File: src/rtl/apb2axi_axi_master_if.sv
// Bundle of the request-pop, AXI4-Lite style master and completion channels
// for apb2axi_axi_master. The master modport is the block's view; slave is
// the view of whatever sits on the other side (FIFO, AXI slave, APB side).
interface apb2axi_axi_master_if #(
    parameter int ADDR_W      = 32,
    parameter int DATA_W      = 32,
    parameter int ENTRY_WIDTH = 1 + ADDR_W + DATA_W + DATA_W/8
);
    // request FIFO pop side
    logic                   req_valid;
    logic                   req_ready;
    logic [ENTRY_WIDTH-1:0] req_data;
    // AXI write address / data / response
    logic [ADDR_W-1:0]      awaddr;
    logic                   awvalid;
    logic                   awready;
    logic [DATA_W-1:0]      wdata;
    logic [DATA_W/8-1:0]    wstrb;
    logic                   wvalid;
    logic                   wready;
    logic [1:0]             bresp;
    logic                   bvalid;
    logic                   bready;
    // AXI read address / data
    logic [ADDR_W-1:0]      araddr;
    logic                   arvalid;
    logic                   arready;
    logic [DATA_W-1:0]      rdata;
    logic [1:0]             rresp;
    logic                   rvalid;
    logic                   rready;
    // completion toward the APB side
    logic                   cpl_valid;
    logic                   cpl_ready;
    logic                   cpl_is_write;
    logic [1:0]             cpl_resp;
    logic [DATA_W-1:0]      cpl_rdata;

    modport master (
        input  req_valid, req_data,
        output req_ready,
        output awaddr, awvalid, wdata, wstrb, wvalid, bready,
        input  awready, wready, bresp, bvalid,
        output araddr, arvalid, rready,
        input  arready, rdata, rresp, rvalid,
        output cpl_valid, cpl_is_write, cpl_resp, cpl_rdata,
        input  cpl_ready
    );

    modport slave (
        output req_valid, req_data,
        input  req_ready,
        input  awaddr, awvalid, wdata, wstrb, wvalid, bready,
        output awready, wready, bresp, bvalid,
        input  araddr, arvalid, rready,
        output arready, rdata, rresp, rvalid,
        input  cpl_valid, cpl_is_write, cpl_resp, cpl_rdata,
        output cpl_ready
    );
endinterface

File: src/rtl/apb2axi_axi_master.sv
// APB2AXI AXI master: pops one request entry from the request FIFO, runs it as
// a single-beat AXI write (AW/W/B) or read (AR/R), and hands the response back
// on the completion channel. Strictly one transaction in flight.
module apb2axi_axi_master #(
    parameter int ADDR_W      = 32,
    parameter int DATA_W      = 32,
    parameter int ENTRY_WIDTH = 1 + ADDR_W + DATA_W + DATA_W/8
) (
    input  logic                clk,
    input  logic                reset,
    apb2axi_axi_master_if.master bus
);
    localparam int STRB_W = DATA_W / 8;

    typedef enum logic [2:0] {
        IDLE,
        WR_REQ,
        WR_RESP,
        RD_REQ,
        RD_RESP,
        CPL
    } state_t;

    state_t state;
    logic   aw_done;   // AW handshake already taken in this write
    logic   w_done;    // W handshake already taken in this write
    logic   aw_fin;
    logic   w_fin;

    // Either a handshake earlier in this write or one happening this cycle.
    assign aw_fin = aw_done || (bus.awvalid && bus.awready);
    assign w_fin  = w_done  || (bus.wvalid  && bus.wready);

    // Only pop while idle; gated by reset so nothing is lost on the reset edge.
    assign bus.req_ready = (state == IDLE) && !reset;

    // Transaction FSM; all bus outputs are registered here.
    always_ff @(posedge clk) begin
        if (reset) begin
            state            <= IDLE;
            aw_done          <= 1'b0;
            w_done           <= 1'b0;
            bus.awaddr       <= '0;
            bus.awvalid      <= 1'b0;
            bus.wdata        <= '0;
            bus.wstrb        <= '0;
            bus.wvalid       <= 1'b0;
            bus.bready       <= 1'b0;
            bus.araddr       <= '0;
            bus.arvalid      <= 1'b0;
            bus.rready       <= 1'b0;
            bus.cpl_valid    <= 1'b0;
            bus.cpl_is_write <= 1'b0;
            bus.cpl_resp     <= 2'b00;
            bus.cpl_rdata    <= '0;
        end else begin
            case (state)
                IDLE: begin
                    if (bus.req_valid && bus.req_ready) begin
                        // entry layout, MSB first: {is_write, addr, wdata, wstrb}
                        if (bus.req_data[ENTRY_WIDTH-1]) begin
                            bus.awaddr  <= bus.req_data[ENTRY_WIDTH-2 -: ADDR_W];
                            bus.wdata   <= bus.req_data[STRB_W +: DATA_W];
                            bus.wstrb   <= bus.req_data[STRB_W-1:0];
                            bus.awvalid <= 1'b1;
                            bus.wvalid  <= 1'b1;
                            state       <= WR_REQ;
                        end else begin
                            bus.araddr  <= bus.req_data[ENTRY_WIDTH-2 -: ADDR_W];
                            bus.arvalid <= 1'b1;
                            state       <= RD_REQ;
                        end
                    end
                end
                WR_REQ: begin
                    // AW and W retire independently, in any order
                    if (bus.awvalid && bus.awready) bus.awvalid <= 1'b0;
                    if (bus.wvalid && bus.wready)   bus.wvalid  <= 1'b0;
                    if (aw_fin && w_fin) begin
                        aw_done    <= 1'b0;
                        w_done     <= 1'b0;
                        bus.bready <= 1'b1;
                        state      <= WR_RESP;
                    end else begin
                        aw_done <= aw_fin;
                        w_done  <= w_fin;
                    end
                end
                WR_RESP: begin
                    if (bus.bvalid) begin
                        bus.bready       <= 1'b0;
                        bus.cpl_valid    <= 1'b1;
                        bus.cpl_is_write <= 1'b1;
                        bus.cpl_resp     <= bus.bresp;
                        bus.cpl_rdata    <= '0;
                        state            <= CPL;
                    end
                end
                RD_REQ: begin
                    if (bus.arready) begin
                        bus.arvalid <= 1'b0;
                        bus.rready  <= 1'b1;
                        state       <= RD_RESP;
                    end
                end
                RD_RESP: begin
                    // data is kept even on SLVERR/DECERR
                    if (bus.rvalid) begin
                        bus.rready       <= 1'b0;
                        bus.cpl_valid    <= 1'b1;
                        bus.cpl_is_write <= 1'b0;
                        bus.cpl_resp     <= bus.rresp;
                        bus.cpl_rdata    <= bus.rdata;
                        state            <= CPL;
                    end
                end
                CPL: begin
                    if (bus.cpl_ready) begin
                        bus.cpl_valid <= 1'b0;
                        state         <= IDLE;
                    end
                end
                default: state <= IDLE;
            endcase
        end
    end
endmodule

File: src/flat_wrapper.sv
// flat-port wrapper written by rule: the top's interface ports become plain ports
module apb2axi_axi_master_flat 
#(
    parameter int ADDR_W      = 32,
    parameter int DATA_W      = 32,
    parameter int ENTRY_WIDTH = 1 + ADDR_W + DATA_W + DATA_W/8
)
  (clk, reset, bus_req_valid, bus_req_data, bus_req_ready, bus_awaddr, bus_awvalid, bus_wdata, bus_wstrb, bus_wvalid, bus_bready, bus_awready, bus_wready, bus_bresp, bus_bvalid, bus_araddr, bus_arvalid, bus_rready, bus_arready, bus_rdata, bus_rresp, bus_rvalid, bus_cpl_valid, bus_cpl_is_write, bus_cpl_resp, bus_cpl_rdata, bus_cpl_ready);
  apb2axi_axi_master_if #(.ADDR_W(ADDR_W), .DATA_W(DATA_W), .ENTRY_WIDTH(ENTRY_WIDTH)) bus_i ();
  input  logic clk;
  input  logic reset;
  input wire logic [$bits(bus_i.req_valid)-1:0] bus_req_valid;
  input wire logic [$bits(bus_i.req_data)-1:0] bus_req_data;
  output wire logic [$bits(bus_i.req_ready)-1:0] bus_req_ready;
  output wire logic [$bits(bus_i.awaddr)-1:0] bus_awaddr;
  output wire logic [$bits(bus_i.awvalid)-1:0] bus_awvalid;
  output wire logic [$bits(bus_i.wdata)-1:0] bus_wdata;
  output wire logic [$bits(bus_i.wstrb)-1:0] bus_wstrb;
  output wire logic [$bits(bus_i.wvalid)-1:0] bus_wvalid;
  output wire logic [$bits(bus_i.bready)-1:0] bus_bready;
  input wire logic [$bits(bus_i.awready)-1:0] bus_awready;
  input wire logic [$bits(bus_i.wready)-1:0] bus_wready;
  input wire logic [$bits(bus_i.bresp)-1:0] bus_bresp;
  input wire logic [$bits(bus_i.bvalid)-1:0] bus_bvalid;
  output wire logic [$bits(bus_i.araddr)-1:0] bus_araddr;
  output wire logic [$bits(bus_i.arvalid)-1:0] bus_arvalid;
  output wire logic [$bits(bus_i.rready)-1:0] bus_rready;
  input wire logic [$bits(bus_i.arready)-1:0] bus_arready;
  input wire logic [$bits(bus_i.rdata)-1:0] bus_rdata;
  input wire logic [$bits(bus_i.rresp)-1:0] bus_rresp;
  input wire logic [$bits(bus_i.rvalid)-1:0] bus_rvalid;
  output wire logic [$bits(bus_i.cpl_valid)-1:0] bus_cpl_valid;
  output wire logic [$bits(bus_i.cpl_is_write)-1:0] bus_cpl_is_write;
  output wire logic [$bits(bus_i.cpl_resp)-1:0] bus_cpl_resp;
  output wire logic [$bits(bus_i.cpl_rdata)-1:0] bus_cpl_rdata;
  input wire logic [$bits(bus_i.cpl_ready)-1:0] bus_cpl_ready;
  assign bus_i.req_valid = bus_req_valid;
  assign bus_i.req_data = bus_req_data;
  assign bus_req_ready = bus_i.req_ready;
  assign bus_awaddr = bus_i.awaddr;
  assign bus_awvalid = bus_i.awvalid;
  assign bus_wdata = bus_i.wdata;
  assign bus_wstrb = bus_i.wstrb;
  assign bus_wvalid = bus_i.wvalid;
  assign bus_bready = bus_i.bready;
  assign bus_i.awready = bus_awready;
  assign bus_i.wready = bus_wready;
  assign bus_i.bresp = bus_bresp;
  assign bus_i.bvalid = bus_bvalid;
  assign bus_araddr = bus_i.araddr;
  assign bus_arvalid = bus_i.arvalid;
  assign bus_rready = bus_i.rready;
  assign bus_i.arready = bus_arready;
  assign bus_i.rdata = bus_rdata;
  assign bus_i.rresp = bus_rresp;
  assign bus_i.rvalid = bus_rvalid;
  assign bus_cpl_valid = bus_i.cpl_valid;
  assign bus_cpl_is_write = bus_i.cpl_is_write;
  assign bus_cpl_resp = bus_i.cpl_resp;
  assign bus_cpl_rdata = bus_i.cpl_rdata;
  assign bus_i.cpl_ready = bus_cpl_ready;
  apb2axi_axi_master #(.ADDR_W(ADDR_W), .DATA_W(DATA_W), .ENTRY_WIDTH(ENTRY_WIDTH)) u_core (.clk(clk), .reset(reset), .bus(bus_i));
endmodule
File: config.mk
export PLATFORM = sky130hd
export DESIGN_NAME = apb2axi_axi_master_flat
export DESIGN_NICKNAME = d
export VERILOG_FILES = /design/src/rtl/apb2axi_axi_master_if.sv /design/src/rtl/apb2axi_axi_master.sv /design/src/flat_wrapper.sv
export SDC_FILE = /design/constraint.sdc
export NUM_CORES = 1
export LEC_CHECK = 0
export ABC_AREA = 1
export CAP_MARGIN = 20
export CORE_MARGIN = 2
export CORE_UTILIZATION = 44
export DETAILED_ROUTE_END_ITERATION = 16
export PLACE_DENSITY = 0.89
export REMOVE_ABC_BUFFERS = 1
export SETUP_SLACK_MARGIN = 0.15
export SYNTH_ARGS = -nofsm -noshare
export SYNTH_HDL_FRONTEND = slang
export SYNTH_SLANG_ARGS = --single-unit
File: constraint.sdc
create_clock -name clk -period 3.2 [get_ports clk]
set_clock_uncertainty 0.1 [all_clocks]
set_input_delay 0.48 -clock clk [delete_from_list [all_inputs] [get_ports clk]]
set_output_delay 0.48 -clock clk [all_outputs]
set_load 0.02 [all_outputs]
=== After elaboration in Yosys (flattened, before gate mapping) ===
Index checks and enable logic that the tools add are counted.

* Reduce and logical (&&, ||, !) cells: 25
* Bitwise logic cells: 1
* Equal/unequal tests: 15
* Muxes and demuxes: 37

{| class="wikitable"
|+ Operator list
! cell !! number
|-
| $mux 32 || 2
|-
| $pmux 32 s2 || 1
|-
| $mux 3 || 6
|-
| $pmux 3 s6 || 1
|-
| $mux 1 || 16
|-
| $reduce_and 4->1 || 4
|-
| $reduce_and 3->1 || 5
|-
| $ne 2x2->1 const B || 7
|-
| $pmux 1 s2 || 6
|-
| $reduce_bool 2->1 || 5
|-
| $eq 3x2->1 const B || 2
|-
| $eq 3x3->1 const B || 2
|-
| $mux 2 || 3
|-
| $ne 2x1->1 const B || 3
|-
| $reduce_and 6->1 || 1
|-
| $logic_and 1x1->1 || 5
|-
| $pmux 2 s2 || 1
|-
| $eq 3x1->1 const B || 1
|-
| $logic_not 3->1 || 1
|-
| $pmux 1 s3 || 1
|-
| $reduce_bool 3->1 || 1
|-
| $logic_or 1x1->1 || 2
|-
| $logic_not 1->1 || 1
|-
| $not 1->1 || 1
|}

* Bits of input ports: 114
* Word-level logic and storage cells: 94
* Output and inout port bits: 142
* Register bits: 146

=== Longest topological paths before layout ===
Gate-level depths: netlist (run 1).

* Depth in word-level cells: 5
* Mapped depth: 11

=== Worst setup path after synthesis (run 1) ===
No wires, ideal clock.

* Path kind: register to register
* From: reg u_core.state[0]
* To: reg u_core.bus.awaddr[11]
* Cell stages (with the launch flop): 12
* Slack: 1524 ps
* Period minus slack after synthesis: 1676 ps
* Required time: 2984 ps
* Data arrival time: 1460 ps
* Path through: dfxtp_1 buf_6 nor2_4 nand2_2 nor2_4 nand2_4 nor2_8 inv_2 buf_6 buf_6 nor2_1 nor2_1

* Cells in the longest elaborated chain, start to end: 4

{| class="wikitable"
|+ RTL lines
! element !! line !! source
|-
| start, declared || apb2axi_axi_master.sv:24 || <nowiki>state_t state;</nowiki>
|-
| start signal, assigned || apb2axi_axi_master.sv:40 || <nowiki>state <= IDLE;</nowiki>
|-
| start signal, assigned || apb2axi_axi_master.sv:67 || <nowiki>state <= WR_REQ;</nowiki>
|-
| start signal, assigned || apb2axi_axi_master.sv:71 || <nowiki>state <= RD_REQ;</nowiki>
|-
| $logic_not 3->1 || apb2axi_axi_master.sv:35 || <nowiki>assign bus.req_ready = (state == IDLE) && !reset;</nowiki>
|-
| $logic_and 1x1->1 || apb2axi_axi_master.sv:35 ||
|-
| via bus_req_ready || flat_wrapper.sv:14 || <nowiki>output wire logic [$bits(bus_i.req_ready)-1:0] bus_req_ready;</nowiki>
|-
| $logic_and 1x1->1 || apb2axi_axi_master.sv:59 || <nowiki>if (bus.req_valid && bus.req_ready) begin</nowiki>
|-
| $reduce_and 3->1 (no line) || -- ||
|-
| end signal, assigned || apb2axi_axi_master.sv:62 || <nowiki>bus.awaddr <= bus.req_data[ENTRY_WIDTH-2 -: ADDR_W];</nowiki>
|-
| end, declared || apb2axi_axi_master_if.sv:42 || <nowiki>output awaddr, awvalid, wdata, wstrb, wvalid, bready,</nowiki>
|}

The timed path passes the listed nets, and every way through them passes these cells.
A chain may end at the register's enable or synchronous reset.

=== Worst setup path in the final report (run 1) ===
* From: reg u_core.state[0]
* To: out bus_req_ready

* Cells in the longest elaborated chain, start to end: 2

{| class="wikitable"
|+ RTL lines
! element !! line
|-
| $logic_not 3->1 || apb2axi_axi_master.sv:35
|-
| $logic_and 1x1->1 || apb2axi_axi_master.sv:35
|-
| end, declared || flat_wrapper.sv:14
|}

Every way passes these cells.

==> metrics, run 1 <==
crit-path most repeated cell nor2_4; area post-placement 7918 sq um; Crit Path Max Fanout 8; fillcell total 895; Clk Latency, worst-skew pair roughly 0.42 ns; layout cells sized above 1 5.048%; DRC errors left 0; die span in x 113.8 microns; vias in the first global route ~5.2k; Reg area 2923 sq um; H-tree lvl count 4; Tcrit/Tclk final approximately three quarters; Max transition margin around 45%; Starting Density 44.56%; number of synthesized register bits 146; final slew viol count 0; worst min path class reg2reg; CTS tree built; unrepaired setup endpoints after global routing no; GPL Wtd Cong 0.8579; CP Capture Type output port; sequential area share after synthesis 55.07%; Cells after Synth 683; Total GRT Usage between 20% and 30%; Routed Antenna Nets 0; CTS root buffer clkbuf_16; largest net degree at the start of global routing 71; Num CTS Buffers 17; Unique masters post-synth 23; PwrDens approximately 640 nW/um^2; cell row count 40; 1st-iter DRT viols roughly 420; FMAX 413.3 MHz; Layout Nets just over 1k; final setup vio count 0; total power 5492 uW; Post-DP HPWL 11.04 mm; Setup Total Neg Slack 0 ns; status complete, no violations; CTS max path bufs 2; Synth warnings 0; Max-Cap Viols 0; syn_area_per_cell 7.771 sq um; drt pass-1 iters 4; core box area 11,910 sq um; total global routing overflow 0; Leakage 0.003450 uW; postcts setup bufs 0; Synth area leaders dfxtp_1 (55%), nor2_1 (15%), o21ai_0 (9.5%); total vias in the final route approximately 5.4k; worst vdd ir 0.4515 mV; Crit Path Class reg2out; post-synth top area cell dfxtp_1; final number of hold-violating endpoints 0; CP required 2.62 ns; Final Cell Area ~8500 sq um; Routed WL per cell between 15 and 20 microns; crit path time final between 2 and 2.5 ns; Clk pin slew, worst setup/hold paths around 0.060 ns; Critical Path, Cell by Cell nor2_4, nand2_2, nor2_4, clkdlybuf4s50_1; slowest stage cell, crit path clkdlybuf4s50_1; Syn-to-layout area delta 60.51%; initial antenna violation count 0; hold_buf cts 0; CTS resizes 0; Die Y ~110 microns; family with the most delay on the worst path buffers and inverters; Critical Path AT 1.84 ns; Synth top area share 55.07%; ant diodes 0; CTS Sinks 146; I/O Buffers ~260; die area 12,960 sq um; DR vias/cell 5.045; slowest cell delay on critical path 0.63 ns; first-pass GRT wire length 25.68 mm; slew at the pin with the worst max-slew slack between 0.8 and 0.9 ns; critical path launch point type flop; Synth Cell Area ~5300 sq um; area of the multi-input gates 2086 sq um; DRT Wirelength 16.56 mm; CP Buf/Inv Count 1; IO Count 256
## stage by stage
stage	utilization [%]	setup WS (ns)	hold WS, ns	cells
2_1_floorplan	-	0.7812	0.3376	635
3_3_place_gp	66.47	0.6720	0.3343	1046
3_5_place_dp	66.47	0.6360	0.3376	1046
4_1_cts	71.29	0.7566	0.3464	1077
5_1_grt	71.52	0.7173	0.3668	1078
6_report	71.52	0.7807	0.3445	1078
## layout make-up
class	instances	share of cell area, %
clock inverter	5	0.8812
inverter	18	0.7931
clock buffer	26	5.860
tap	147	2.159
timing repair buffer	265	31.52
multi-input combinational	471	24.48
sequential	146	34.31
## tightest hold or removal path: stages (launching register included)
cell     delay, ns
dfxtp_1       0.31
inv_1         0.05
a21oi_1       0.05
## synthesized netlist by cell type
cell type  number
and2_1          1
a211oi_1        1
nor2_4          3
buf_1           2
buf_6           4
o211a_1         2
o21ai_1         5
nand3_1        43
nor2_8          1
nor2_1        214
nand2_1        52
o221ai_1        1
nand4_1         1
clkbuf_2        1
inv_1          15
a21oi_1        43
nand2_2         2
clkbuf_1       25
inv_2           3
nand2_4         1
dfxtp_1       146
o21ai_0       101
buf_2          16
## path summary, 6_finish.rpt
| path | slack [ns] | depth (start not counted) | start | endpoint |
|---|---|---|---|---|
| max | 0.78 | 4 | u_core.state[0] | bus_req_ready |
| min | 0.34 | 2 | u_core.bus.arvalid | u_core.bus.arvalid |
| max reg2reg | 1.09 | 9 | u_core.state[0] | u_core.bus.wdata[30] |
| min reg2reg | 0.34 | 2 | u_core.bus.arvalid | u_core.bus.arvalid |
## per-layer routing
layer	GRT usage (%)	part of all wire [%]	routed length (microns)
met5	0	0	0
met4	10.98	2.4	392
met3	11.64	11	1797
met2	41.88	47	7802
met1	28.29	40	6567
## cell usage in the layout, fill, tap and decap left out
| master | instances |
|---|---|
| clkdlybuf4s50_1 | 255 |
| nor2_1 | 214 |
| dfxtp_1 | 146 |
| o21ai_0 | 101 |
| nand2_1 | 52 |
| a21oi_1 | 43 |
| nand3_1 | 43 |
| clkbuf_16 | 17 |
| inv_1 | 14 |
| buf_4 | 6 |
| o21ai_1 | 5 |
| clkbuf_1 | 5 |
| inv_2 | 4 |
| clkbuf_8 | 4 |
| nor2_4 | 3 |
| clkinv_2 | 3 |
| buf_12 | 3 |
| nand2_2 | 2 |
| o211a_1 | 2 |
| bufinv_16 | 2 |
| nand2_4 | 1 |
| nor2_8 | 1 |
| nand4_1 | 1 |
| o221ai_1 | 1 |
| a211oi_1 | 1 |
| and2_1 | 1 |
| buf_16 | 1 |
## sequential cells by signal (all words and copies together) (netlist names), 2 cells and up
| register | count |
|---|---|
| u_core.bus.cpl_rdata | 32 |
| u_core.state | 3 |
| u_core.bus.wdata | 32 |
| u_core.bus.araddr | 32 |
| u_core.bus.wstrb | 4 |
| u_core.bus.cpl_resp | 2 |
| u_core.bus.awaddr | 32 |
## cell families (layout without fill, tap and decap cells)
group,after synthesis,count (layout),synth area share [%]
flops,146,146,55.07
compound gates,153,153,14.73
buf+inv,66,314,5.634
simple gates,318,318,24.56
## power by group
group	internal [uW]	switching, uW	leakage (uW)
Sequential	2020	126	0.00119
Combinational	620	781	0.00198
Clock	1220	719	0.000284
Total	3870	1630	0.00345
No activity file was read; power rests on OpenSTA's default activity.
==> inputs of run 2 (changes only) <==
- CORE_UTILIZATION: 44 -> 37
- PLACE_DENSITY: 0.89 -> 0.8
- clock period: 3.2 -> 2 ns (I/O delays scaled with it)
==> metrics, run 2 (same netlist as run 1, synthesis figures left out) <==
status complete, no violations; Routed WL per cell 14.87 microns (-3.2%); worst min path class reg2reg; PwrDens 1025 nW/um^2 (+59%); Crit Path Max Fanout 2 (-6); FMAX 550.2 MHz; Hold Crit Endpoint u_core.bus.cpl_rdata[15]; CP required 1.60 ns (-1.02 ns); Post-DP HPWL 11.52 mm (+4.4%); final worst slack 0.1826 ns (-0.5980 ns); total vias in the final route 5,395 (-0.79%); Clk Latency, worst-skew pair 0.41 ns (about the same); Top Metal Used met4; hold_buf cts 0 (unchanged); I/O Buffers 255 (unchanged); Num CTS Buffers 17 (unchanged); fin util 62.14% (-9.4 points); layout cells sized above 1 6.688% (+1.6 points); 1st-iter DRT viols 233 (-45%); die span in x 123.8 microns (+8.7%); vias in the first global route 5,313 (+2.0%); CTS root buffer clkbuf_16; Hold Startpoint u_core.bus.cpl_rdata[15]; Max transition margin 64.93% (+20 points); RR Startpoint u_core.state[0]; DR vias/cell 4.808 (-4.7%); commonest non-fill, non-tap cells in the layout clkdlybuf4s50_1 (250), nor2_1 (214), dfxtp_1 (146); initial antenna violation count 0 (unchanged); Clk pin slew, worst setup/hold paths 0.06 ns (about the same); cell row count 43 (+7.5%); DRT Wirelength 16.68 mm (+0.75%); drt pass-1 iters 4 (unchanged); CTS max path bufs 2 (unchanged); DP Worst Slack 0.07178 ns (-0.5642 ns); total power 8878 uW (+62%); slowest cell delay on critical path 0.66 ns (+0.03 ns); most common cell after layout, fill and taps aside clkdlybuf4s50_1; Die Y 123.8 microns (+8.7%); slowest stage cell, crit path clkdlybuf4s50_1; Tcrit/Tclk final 90.87%; slew at the pin with the worst max-slew slack 0.5252 ns (-0.3044 ns); Total GRT Usage 21.76% (-3.6 points); Layout Nets 1,043 (+0.97%); WL met1 6.461 mm (-1.6%); Reg2Reg Depth 8 (-1); Starting Density 38.09% (-6.5 points); family with the most delay on the worst path buffers and inverters; die area 15,320 sq um (+18%); Setup Total Neg Slack 0 ns (unchanged); hold slack 0.3588 ns (+0.01434 ns); Critical Path, Cell by Cell clkdlybuf4s50_1; final setup vio count 0 (unchanged); Syn-to-layout area delta 63.13%; final number of hold-violating endpoints 0 (unchanged); Max-Cap Viols 0 (unchanged); worst vdd ir 0.6510 mV (+44%); total global routing overflow 0 (unchanged); GPL Wtd Cong 0.8224 (-4.1%); IO Count 256 (unchanged); Routed Antenna Nets 0 (unchanged); final slew viol count 0 (unchanged); ant diodes 0 (unchanged); CTS tree built; CP Capture Type output port; Hold Path Stages 2 (unchanged); crit path time final 1.817 ns; DR WL met3 2.176 mm (+21%); first-pass GRT wire length 25.92 mm (+0.94%); CTS Sinks 146 (unchanged); unrepaired setup endpoints after global routing no; core box area 13,930 sq um (+17%); H-tree lvl count 4 (unchanged); DRC errors left 0 (unchanged); postcts setup bufs 0 (unchanged); CP Buf/Inv Count 1 (unchanged); largest net degree at the start of global routing 62 (-13%); Critical Path AT 1.42 ns (-0.42 ns); RR Endpoint u_core.bus.awaddr[22]; Crit Path Class reg2out; R2R setup slack 0.26 ns (-0.83 ns); Leakage 0.003563 uW (+3.3%); met2 wire length 7.873 mm (+0.91%); critical path launch point type flop
run 2: changes by cell type in the layout (fill, tap and decap cells not counted), sizes merged, moves of 3 or more:
cell           delta
buf              +11
clkbuf            -7
clkdlybuf4s50     -5
clkinv            +4
dlymetal6s2s      +3
run 2: layout make-up:
class,count,area [sq um]
Sequential cell,146,2923
Clock buffer,19,442.9
Clock inverter,13,135.1
Timing Repair Buffer,275,2779
Fill cell,1187,5276
Inverter,18,67.56
Multi-Input combinational cell,471,2086
Tap cell,180,225.2
run 2: worst min-delay path, cell delays in order (launching register included):
cell	delay (ns)
dfxtp_1	0.31
nand2_1	0.06
a21oi_1	0.05
run 2: through the flow:
| stage | std cells | cell area (sq um) |
|---|---|---|
| after CTS | 1122 | 8657 |
| after global placement | 1090 | 8079 |
| after floorplan | 635 | 5076 |
| final | 1122 | 8658 |
| after global routing | 1122 | 8658 |
| after detailed placement | 1090 | 8079 |
run 2: how the worst max path moves through the flow:
stage / to / start / depth (start not counted) / slack [ns]
after detailed placement: bus_req_ready / reset / 3 / 0.07
after global placement: bus_req_ready / reset / 3 / 0.08
after CTS: bus_req_ready / u_core.state[0] / 4 / 0.15
final: bus_awaddr[30] / u_core.bus.awaddr[30] / 1 / 0.18
after floorplan: u_core.state[0] / reset / 6 / -0.24
after global routing: u_core.bus.awaddr[28] / u_core.state[0] / 8 / 0.15
run 2: repair_timing:
item                       CTS  global route
setup endpoints to repair    2             5
hold endpoints to repair     0             0
resized for setup            4             4
run 2: where the power goes:
group          internal [uW]  total, uW  switching [uW]
registers               3230       3400             165
clock network           1870       3120            1250
logic                   1040       2360            1320
total                   6150       8880            2730
run 2: routing by layer:
metal | track usage (%) | vias up
li1 | - | 2710
met1 | 23.18 | 2452
met2 | 37.47 | 218
met3 | 10.67 | 15
met4 | 7.386 | 0
met5 | 0 | -
